[src/rtl/uart_rx_byte.sv]
// uart_rx_byte: 8N1 UART receiver for one byte per frame.
// The incoming line is synchronized with two flops. Each bit is sampled at
// its middle, timed by a counter of CLKS_PER_BIT clock cycles. A good frame
// updates rx_out and pulses data_valid. A frame whose stop bit is low pulses
// frame_err once, and the receiver then waits for the line to return high.
module uart_rx_byte #(
    parameter int CLKS_PER_BIT = 868
) (
    input  logic       CLK,
    input  logic       RST_N,
    input  logic       rx_in,
    output logic [7:0] rx_out,
    output logic       data_valid,
    output logic       frame_err,
    output logic       busy
);

    localparam int CW = $clog2(CLKS_PER_BIT);

    // Counter value at the end of one full bit period.
    localparam logic [CW-1:0] LAST_CNT = CW'(CLKS_PER_BIT - 1);
    // Counter value at the middle of the start bit.
    localparam logic [CW-1:0] HALF_CNT = CW'((CLKS_PER_BIT - 1) / 2);

    typedef enum logic [2:0] {
        ST_IDLE,
        ST_START,
        ST_DATA,
        ST_STOP,
        ST_WAIT_HIGH
    } state_t;

    logic          r_sync1;
    logic          r_sync2;
    logic          w_rx_s;

    state_t        r_state;
    logic [CW-1:0] r_cnt;
    logic [2:0]    r_bit_idx;
    logic [7:0]    r_shift;
    logic [7:0]    r_rx_out;
    logic          r_data_valid;
    logic          r_frame_err;
    logic          r_busy;

    // Two-flop synchronizer. Both flops reset to the idle-high line level,
    // so leaving reset never looks like a start edge.
    always_ff @(posedge CLK or negedge RST_N) begin
        if (!RST_N) begin
            r_sync1 <= 1'b1;
            r_sync2 <= 1'b1;
        end else begin
            // NOTE: use non-blocking assignments in clocked blocks. With blocking
            // assignments, both flops would take rx_in on the same edge and the
            // synchronizer would act as a single flop.
            r_sync1 <= rx_in;
            r_sync2 <= r_sync1;
        end
    end

    assign w_rx_s = r_sync2;

    // Receive FSM. State, counters, data and all outputs are registered here.
    // busy is updated on the same edge as the state, so it always equals (state != IDLE).
    always_ff @(posedge CLK or negedge RST_N) begin
        if (!RST_N) begin
            r_state      <= ST_IDLE;
            r_cnt        <= '0;
            r_bit_idx    <= '0;
            r_shift      <= '0;
            r_rx_out     <= '0;
            r_data_valid <= 1'b0;
            r_frame_err  <= 1'b0;
            r_busy       <= 1'b0;
        end else begin
            // The event pulses are low unless a stop sample raises one of them below.
            r_data_valid <= 1'b0;
            r_frame_err  <= 1'b0;

            unique case (r_state)
                ST_IDLE: begin
                    if (!w_rx_s) begin
                        r_cnt   <= '0;
                        r_state <= ST_START;
                        r_busy  <= 1'b1;
                    end
                end

                ST_START: begin
                    if (r_cnt == HALF_CNT) begin
                        if (!w_rx_s) begin
                            r_cnt     <= '0;
                            r_bit_idx <= '0;
                            r_state   <= ST_DATA;
                        end else begin
                            // The line went back high before mid-bit, so this was a glitch.
                            r_state <= ST_IDLE;
                            r_busy  <= 1'b0;
                        end
                    end else begin
                        r_cnt <= r_cnt + CW'(1);
                    end
                end

                ST_DATA: begin
                    if (r_cnt == LAST_CNT) begin
                        r_cnt   <= '0;
                        // The line sends the LSB first, so each new bit enters at bit 7.
                        r_shift <= {w_rx_s, r_shift[7:1]};
                        if (r_bit_idx == 3'd7) begin
                            r_state <= ST_STOP;
                        end else begin
                            r_bit_idx <= r_bit_idx + 3'd1;
                        end
                    end else begin
                        r_cnt <= r_cnt + CW'(1);
                    end
                end

                ST_STOP: begin
                    if (r_cnt == LAST_CNT) begin
                        r_cnt <= '0;
                        if (w_rx_s) begin
                            r_rx_out     <= r_shift;
                            r_data_valid <= 1'b1;
                            r_state      <= ST_IDLE;
                            r_busy       <= 1'b0;
                        end else begin
                            r_frame_err <= 1'b1;
                            r_state     <= ST_WAIT_HIGH;
                        end
                    end else begin
                        r_cnt <= r_cnt + CW'(1);
                    end
                end

                ST_WAIT_HIGH: begin
                    // A break holds the line low. Stay here so the break reports
                    // only one framing error.
                    if (w_rx_s) begin
                        r_state <= ST_IDLE;
                        r_busy  <= 1'b0;
                    end
                end

                default: begin
                    r_state <= ST_IDLE;
                    r_busy  <= 1'b0;
                end
            endcase
        end
    end

    assign rx_out     = r_rx_out;
    assign data_valid = r_data_valid;
    assign frame_err  = r_frame_err;
    assign busy       = r_busy;

endmodule

[config.mk]
export PLATFORM = sky130hd
export DESIGN_NAME = uart_rx_byte
export DESIGN_NICKNAME = d
export VERILOG_FILES = /design/src/rtl/uart_rx_byte.sv
export SDC_FILE = /design/constraint.sdc
export NUM_CORES = 1
export LEC_CHECK = 0
export CAP_MARGIN = 20
export CORE_MARGIN = 5
export CORE_UTILIZATION = 35
export CTS_BUF_LIST = sky130_fd_sc_hd__clkbuf_8
export DETAILED_ROUTE_END_ITERATION = 7
export MAX_ROUTING_LAYER = met4
export PLACE_DENSITY_LB_ADDON = 0.2
export SLEW_MARGIN = 20
export SYNTH_ARGS = -nofsm -noshare
export SYNTH_HDL_FRONTEND = slang
export SYNTH_SLANG_ARGS = --single-unit
[constraint.sdc]
create_clock -name CLK -period 2.3 [get_ports CLK]
set_input_delay 0.575 -clock CLK [delete_from_list [all_inputs] [get_ports CLK]]
set_output_delay 0.575 -clock CLK [all_outputs]
set_load 0.02 [all_outputs]
# Word level (Yosys, flattened, before mapping)

Index checks and enable logic that the tools add are counted.

Flip-flop bits (word level): 37
Bits of input ports: 3
Output and inout port bits: 11

Add/sub/neg operators: 2
Equality and inequality tests: 15
Muxes and demuxes: 29
Bitwise gates (word level): 1
Reductions and logical operators: 9

Operators with widths:

| kind                                                                   | count |
|---|---|
| 3-bit 2-to-1 mux                                                       | 11 |
| 10-bit 2-to-1 mux                                                      | 3 |
| 10-bit case mux with 3 select lines                                    | 1 |
| 2-bit inequality test, second input constant                           | 8 |
| 3-bit case mux with 5 select lines                                     | 1 |
| 10-bit by 1-bit adder with 10-bit output, second input constant        | 1 |
| 10-bit equality test, second input constant                            | 1 |
| 10-bit by 9-bit equality test with 1-bit output, second input constant | 1 |
| 1-bit 2-to-1 mux                                                       | 10 |
| 3-bit by 2-bit equality test with 1-bit output, second input constant  | 2 |
| 3-bit equality test, second input constant                             | 2 |
| 3-bit case mux with 2 select lines                                     | 1 |
| 6-bit AND reduction                                                    | 1 |
| 1-bit case mux with 5 select lines                                     | 1 |
| 5-bit AND reduction                                                    | 1 |
| 4-bit AND reduction                                                    | 1 |
| 3-bit by 1-bit adder with 3-bit output, second input constant          | 1 |
| 3-bit by 1-bit equality test with 1-bit output, second input constant  | 1 |
| 3-bit zero test                                                        | 1 |
| 3-bit AND reduction                                                    | 1 |
| 3-bit nonzero test                                                     | 1 |
| 2-bit 2-to-1 mux                                                       | 1 |
| 2-bit AND reduction                                                    | 1 |
| 2-bit nonzero test                                                     | 1 |
| 2 further kinds                                                        | 2 |

# Depth between registers and ports, before layout

Gate-level depths: netlist of run 1.

Word-level depth: 4
Depth in mapped cells: 7
Depth with buffers taken out: 6

# Least setup slack after synthesis of run 1

No wires, ideal clock.

Kind: reg2reg
From: register r_cnt[1]
To: register r_bit_idx[0]
Arrival: 1789 ps
Slack: 368 ps
Stages on the path, launching flop included: 7
Path buffers: 0
Path through: dfrtp_1 inv_1 ha_1 nand4bb_1 or4_1 a2111oi_2 mux2i_1

Cells in the longest elaborated chain, start to end: 3
Elaborated cells on any way between the ends: 5

Ends and longest elaborated chain:

| what                                                                                    | RTL line | source |
|---|---|---|
| start: declaration                                                                      | 38       | `logic [CW-1:0] r_cnt;` |
| start signal: assignment                                                                | 101      | `r_cnt <= r_cnt + CW'(1);` |
| start signal: assignment                                                                | 116      | `r_cnt <= r_cnt + CW'(1);` |
| start signal: assignment                                                                | 133      | `r_cnt <= r_cnt + CW'(1);` |
| 10-bit equality test or 10-bit by 9-bit equality test with 1-bit output (tied branches) | 106, 90  |  |
| 2-bit inequality test (no source line)                                                  | -        |  |
| 5-bit AND reduction (no source line) *                                                  | -        |  |
| end signal: assignment                                                                  | 113      | `r_bit_idx <= r_bit_idx + 3'd1;` |
| end: declaration                                                                        | 39       | `logic [2:0] r_bit_idx;` |

Every way passes the cells marked *; elsewhere a longest branch is shown, timed or not.
A chain may end at the register's enable or synchronous reset.

# Worst setup path after layout of run 1

Same ends and word-level chain as after synthesis.

==> metrics.md, run 1 <==
| Metric | Value |
|---|---|
| Max Root-Sink Buffers | 2 |
| Setup TNS | 0 ns |
| Drt total wl | 4097 µm |
| Vias per cell | 5.594 |
| Avg Cell Area, Syn | 11.49 µm² |
| Slew headroom | 0.4214 |
| DR pass1 iterations | 4 |
| Finished Layout Cells | 254 |
| Worst path top cell family by delay | simple AND/OR/NAND/NOR gates |
| GPL Wtd Cong | 0.8229 |
| CTS tree | done |
| CP max FO | 5 |
| Required @ worst endpoint | 2.45 ns |
| Most common cell in the netlist | dfrtp_1 |
| IO Count | 14 |
| Post-synth EDFFs | 0 |
| Util after Layout | 0.4262 |
| H-tree depth | 2 |
| Clock Power Share | 0.431 |
| Slew @ Worst Pin | 0.8679 ns |
| DP HPWL | 2931 µm |
| Outcome | finished clean |
| Total clock sinks | 37 |
| Reg2reg end | r_bit_idx[0]$_DFFE_PN0P_ |
| Synth area leaders | dfrtp_1 (46%), mux2_2 (9.4%), dfstp_2 (2.8%) |
| Area Overhead vs Synth | 16.26% |
| Global-route wire length before repair | 7272 µm |
| PwrDens | 533.7 nW/µm² |
| Synth Cell Area | 1908 µm² |
| Max stage delay on crit path | 0.49 ns |
| GR Util All Layers | 0.1286 |
| Path depth of the worst reg2reg path | 6 |
| Yosys Warn Count | 0 |
| Initial Util | 0.3666 |
| FMAX | 484.3 MHz |
| Int Power | 0.9330 mW |
| Worst-Skew Late Latency | 0.28 ns |
| Post-CTS Setup Bufs | 0 |
| P_sw | 0.2509 mW |
| Seq/Total Area, Yosys | 0.4866 |
| CP arrival | 2.21 ns |
| Switching portion of total power | 0.2119 |
| DIE AREA | 7028 µm² |
| Ys async rst share | 1.000 |
| Critical path's slowest cell | a2111oi_2 |
| Global route total overflow | 0 |
| Max VDD drop | 345.6 µV |
| Max-Cap Viols | 0 |
| IO Port Bufs | 13 |
| WS Path Type | flop to flop |
| Cell variety after synth | 52 |
| Via count | 1421 |
| Flop pwr share | 0.554 |
| Largest net degree at the start of global routing | 38 |
| Synth cell count leaders | dfrtp_1 (35), mux2_2 (16), nand2_1 (10), inv_1 (8), nor4_1 (8) |
| Synth top area share | 0.4590 |
| Mapped Nets | 173 |
| Tot Pwr | 1.184 mW |
| Fraction of layout cells with a size suffix above 1 | 0.2391 |
| CP Buf/Inv Count | 1 |
| Worst-case hold slack | 0.3590 ns |
| Leakage power | 0.9836 nW |
| CP cell instances | inv_1 -> ha_1 -> nand4bb_1 -> or4_1 -> a2111oi_2 -> mux2i_1 |
| CTS Hold Bufs | 0 |
| Nets | 190 |
| Comb power frac | 0.015 |
| Chip width | 83.84 µm |
| #FFs+latches synth | 37 |
| Post-Synthesis Cells | 166 |
| DRC | 0 |
| Die Y | 83.84 µm |
| R2R setup slack | 0.24 ns |
| CORE AREA | 5205 µm² |
| Routed len/inst | 16.13 µm |
| CP endpoint kind | flop |
| Vias in the first global route | 1457 |
| Antenna violations before repair | 0 |
| Fin crit period | 2.065 ns |
| Fillers | 506 |
| Critical path launch point type | flop |
| TritonCTS Buffers | 5 |
| RR Startpoint | r_cnt[1]$_DFFE_PN0P_ |
| Cell count after placement | 246 |
| Max Transition Viols Final | 0 |
| Unrepaired setup endpoints after global routing | false |
| Cell taking the most area after synthesis | dfrtp_1 |
| Hold Crit Class | flop to flop |
| Hold Startpoint | r_sync1$_DFF_PN1_ |
| Antenna Nets Post-Route | 0 |
| Clock Skew | 0.003784 ns |
| CTS clock-pin slew for the worst setup and hold paths | 0.08 ns |
| WHS Path Cells | 0 |
| Ys flop type | dfrtp_1 |
| Initial DRC Count | 130 |
| WP depth | 6 |
| Crit share post-route | 0.8977 |
| Diodes inserted | 0 |
| # rows | 26 |
| Final setup viols | 0 |
| Hold path endpoint | r_sync2$_DFF_PN1_ |
| Clock root cell | clkbuf_8 |
| Final hold violation count | 0 |
| Post-cts sizing count | 0 |
[power groups by stage]
stage | sequential (mW) | combinational [mW] | clock, mW
floorplan | 0.666 | 0.00422 | 0
global placement | 0.668 | 0.0184 | 0
detailed placement | 0.669 | 0.0190 | 0
CTS | 0.656 | 0.0191 | 0.533
global route | 0.656 | 0.0218 | 0.550
finish | 0.656 | 0.0182 | 0.510
[worst max path at each step]
| stage | end | slack, ns | from |
|---|---|---|---|
| after CTS | r_bit_idx[0]$_DFFE_PN0P_ | 0.22 | r_cnt[1]$_DFFE_PN0P_ |
| after detailed placement | r_bit_idx[0]$_DFFE_PN0P_ | 0.24 | r_cnt[1]$_DFFE_PN0P_ |
| final | r_bit_idx[0]$_DFFE_PN0P_ | 0.24 | r_cnt[1]$_DFFE_PN0P_ |
| after global placement | r_bit_idx[0]$_DFFE_PN0P_ | 0.30 | r_cnt[1]$_DFFE_PN0P_ |
| after floorplan | r_bit_idx[0]$_DFFE_PN0P_ | 0.37 | r_cnt[1]$_DFFE_PN0P_ |
| after global routing | rx_out[3]$_DFFE_PN0P_ | 0.11 | r_cnt[0]$_DFFE_PN0P_ |
[cell type report]
type	instances	area, µm²	share of cell area
tap	70	87.58	0.03948
sequential	37	928.4	0.4185
clock inverter	1	8.758	0.003948
multi-input combinational	113	904.6	0.4078
inverter	8	30.03	0.01354
clock buffer	7	96.34	0.04343
timing repair buffer	18	162.7	0.07332
[cell families after synthesis]
logic type | share of synthesized area
adder cells (fa/ha/maj) | 0.03148
AO/OA/AOI/OAI | 0.1364
XOR/XNOR | 0.004591
flip-flops | 0.4866
multiplexers | 0.1049
AND/OR/NAND/NOR | 0.1967
buffers and inverters | 0.03934
[worst reg2reg max path: stages, from the launching register on]
cell	delay, ns
dfrtp_1	0.43
inv_1	0.13
ha_1	0.16
nand4bb_1	0.14
or4_1	0.45
a2111oi_2	0.49
mux2i_1	0.14
[stage by stage]
stage          worst slack, ns  instance area (µm²)
2_1_floorplan           0.3684                 1908
3_3_place_gp            0.2994                 2113
3_5_place_dp            0.2427                 2113
4_1_cts                 0.2223                 2218
5_1_grt                 0.1109                 2218
6_report                0.2353                 2218
[cells in the final DEF, fill, tap and decap left out, types with 5 or more instances in the layout]
master	instances
clkdlybuf4s50_1	12
buf_4	5
dfrtp_1	35
nand3_1	5
nor3_1	5
mux2_2	16
inv_1	8
nor4_1	8
o21ai_0	7
nand2_1	10
clkbuf_8	7
[state kept, by name (all words and copies together) (netlist names)]
signal      count
r_cnt          10
r_shift         8
rx_out          8
r_bit_idx       3
r_state         3
busy            1
data_valid      1
frame_err       1
r_sync1         1
r_sync2         1
[layer usage]
metal	track usage	wire length, µm
met4	0.02193	7
met3	0.02962	149
met5	-	0
met2	0.2061	2006
met1	0.1693	1934
No activity file was read; power rests on OpenSTA's default activity.
==> run 2: changes to the inputs <==
--- a/config.mk
+++ b/config.mk
@@ -9,10 +9,10 @@
 export CORE_MARGIN = 5
 export CORE_UTILIZATION = 35
 export CTS_BUF_LIST = sky130_fd_sc_hd__clkbuf_8
+export CTS_CLUSTER_DIAMETER = 80
 export DETAILED_ROUTE_END_ITERATION = 7
 export MAX_ROUTING_LAYER = met4
 export PLACE_DENSITY_LB_ADDON = 0.2
-export SLEW_MARGIN = 20
 export SYNTH_ARGS = -nofsm -noshare
 export SYNTH_HDL_FRONTEND = slang
 export SYNTH_SLANG_ARGS = --single-unit
==> results of run 2 <==
Same layout as run 1: the final DEF is identical, and so are final timing and power.
==> run 3: changes to the inputs <==
--- a/config.mk
+++ b/config.mk
@@ -6,6 +6,8 @@
 export NUM_CORES = 1
 export LEC_CHECK = 0
 export CAP_MARGIN = 20
+export CELL_PAD_IN_SITES_DETAIL_PLACEMENT = 1
+export CELL_PAD_IN_SITES_GLOBAL_PLACEMENT = 2
 export CORE_MARGIN = 5
 export CORE_UTILIZATION = 35
 export CTS_BUF_LIST = sky130_fd_sc_hd__clkbuf_8
==> metrics.md, run 3 (synthesized netlist as in run 1, its figures left out) <==
| Metric | Value |
|---|---|
| CP arrival | 2.25 ns (was 2.21 ns) |
| Vias in the first global route | 1534 (was 1457) |
| CORE AREA | 5205 µm² (unchanged) |
| RR Startpoint | r_cnt[0]$_DFFE_PN0P_ (was r_cnt[1]$_DFFE_PN0P_) |
| Required @ worst endpoint | 2.48 ns (was 2.45 ns) |
| Vias per cell | 5.516 (was 5.594) |
| Tot Pwr | 1.251 mW (was 1.184 mW) |
| Fillers | 574 (was 506) |
| Post-CTS Setup Bufs | 0 (unchanged) |
| Worst-Skew Late Latency | 0.29 ns (was 0.28 ns) |
| Diodes inserted | 0 (unchanged) |
| IO Port Bufs | 13 (unchanged) |
| Clock Skew | 0.006644 ns (was 0.003784 ns) |
| Commonest cells after routing, fill and taps aside | dfrtp_1 (35), mux2_2 (16), clkdlybuf4s50_1 (12) (unchanged) |
| Routed len/inst | 16.89 µm (was 16.13 µm) |
| Die Y | 83.84 µm (unchanged) |
| Top reg by flops | r_cnt (unchanged) |
| Global-route wire length before repair | 7590 µm (was 7272 µm) |
| Initial DRC Count | 85 (was 130) |
| CP endpoint kind | flop (unchanged) |
| Hold Startpoint | r_sync1$_DFF_PN1_ (unchanged) |
| Max FFs per register | 10 (unchanged) |
| Unrepaired setup endpoints after global routing | false (unchanged) |
| Crit share post-route | 0.9026 (was 0.8977) |
| Slew @ Worst Pin | 0.8347 ns (was 0.8679 ns) |
| WS Path Type | flop to flop (unchanged) |
| Antenna violations before repair | 0 (unchanged) |
| DP HPWL | 3243 µm (was 2931 µm) |
| GPL Wtd Cong | 0.7465 (was 0.8229) |
| Clock root cell | clkbuf_8 (unchanged) |
| Global route total overflow | 0 (unchanged) |
| Antenna Nets Post-Route | 0 (unchanged) |
| Initial Util | 0.3666 (unchanged) |
| GR Util All Layers | 0.1370 (was 0.1286) |
| Register area | 928.4 µm² (unchanged) |
| CTS tree | done (unchanged) |
| Slew headroom | 0.4435 (was 0.4214) |
| Chip width | 83.84 µm (unchanged) |
| Max Transition Viols Final | 0 (unchanged) |
| Outcome | finished clean (unchanged) |
| Hold Crit Class | flop to flop (unchanged) |
| H-tree depth | 2 (unchanged) |
| Max-Cap Viols | 0 (unchanged) |
| Util after Layout | 0.4339 (was 0.4262) |
| Post-cts sizing count | 0 (unchanged) |
| Commonest non-fill, non-tap cell in the layout | dfrtp_1 (unchanged) |
| Nets | 194 (was 190) |
| Via count | 1423 (was 1421) |
| DRC | 0 (unchanged) |
| Area occupied by multi-input gates | 904.6 µm² (unchanged) |
| FMAX | 481.7 MHz (was 484.3 MHz) |
| Fraction of layout cells with a size suffix above 1 | 0.2553 (was 0.2391) |
| DIE AREA | 7028 µm² (unchanged) |
| PwrDens | 553.8 nW/µm² (was 533.7 nW/µm²) |
| Area Overhead vs Synth | 18.36% (was 16.26%) |
| Largest net degree at the start of global routing | 38 (unchanged) |
| Drt total wl | 4357 µm (was 4097 µm) |
| Final setup viols | 0 (unchanged) |
| CTS clock-pin slew for the worst setup and hold paths | 0.08 ns (about the same) |
| IO Count | 14 (unchanged) |
| Leakage power | 0.9997 nW (was 0.9836 nW) |
| Total clock sinks | 37 (unchanged) |
| Max VDD drop | 266.9 µV (was 345.6 µV) |
| Setup TNS | 0 ns (unchanged) |
| DR pass1 iterations | 4 (unchanged) |
| CTS Hold Bufs | 0 (unchanged) |
| Fin crit period | 2.076 ns (was 2.065 ns) |
| TritonCTS Buffers | 5 (unchanged) |
| Worst setup path startpoint | r_cnt[0]$_DFFE_PN0P_ (was r_cnt[1]$_DFFE_PN0P_) |
| CP max FO | 9 (was 5) |
| Max Root-Sink Buffers | 2 (unchanged) |
| Critical path launch point type | flop (unchanged) |
| # rows | 26 (unchanged) |
| Final hold violation count | 0 (unchanged) |
-- run 3: cell types whose count changed in the layout (fill, tap and decap cells not counted), sizes merged --
| cell | change |
|---|---|
| buf | +4 |
| clkbuf | -2 |
| bufinv | +1 |
| clkinv | +1 |
| clkinvlp | +1 |
| inv | -1 |
-- run 3: final timing paths --
kind	end	slack, ns	depth (start not counted)
worst max-delay path	rx_out[2]$_DFFE_PN0P_	0.22	5
max in group asynchronous	rx_out[2]$_DFFE_PN0P_	1.39	1
min in group asynchronous	r_bit_idx[1]$_DFFE_PN0P_	0.37	1
worst min-delay path	r_sync2$_DFF_PN1_	0.36	0
worst max register to register	rx_out[2]$_DFFE_PN0P_	0.22	5
worst min register to register	r_sync2$_DFF_PN1_	0.36	0
-- run 3: metrics by stage --
stage	setup WS, ns	instance area, µm²	hold WS (ns)	cells
6_report	0.2240	2258	0.3596	258
5_1_grt	0.09438	2258	0.3676	258
4_1_cts	0.2248	2258	0.3612	258
3_5_place_dp	0.2417	2143	0.3491	250
3_3_place_gp	0.3179	2143	0.3478	250
2_1_floorplan	0.3684	1908	0.2794	166
-- run 3: final cells by class --
class / instances / share of cell area
multi-input cells: 113 / 0.4006
clock buffers: 5 / 0.03047
well taps: 70 / 0.03878
inverters: 8 / 0.01330
flip-flops and latches: 37 / 0.4111
repair buffers: 22 / 0.08532
clock inverters: 3 / 0.02050
-- run 3: where the power goes --
part / total [mW] / switching [mW] / internal [mW]
Sequential: 0.656 / 0.00276 / 0.653
Clock: 0.577 / 0.252 / 0.325
Combinational: 0.0181 / 0.0151 / 0.00299
-- run 3: routing by layer --
layer  wire length, µm  share of wire  track usage  vias to the layer above
met5                 0              0            -                        -
met4                35         0.0080      0.02924                        0
met3               139          0.032      0.03653                        4
met2              2136           0.49       0.2176                       21
met1              2046           0.47       0.1764                      725
li1                  -              -            -                      673
-- run 3: worst max-delay path: stages, from the launching register on --
cell and delay [ns]:
dfrtp_1 0.44, ha_1 0.25, and2_1 0.25, nand3_2 0.17
nor3_4 0.45, mux2_2 0.39
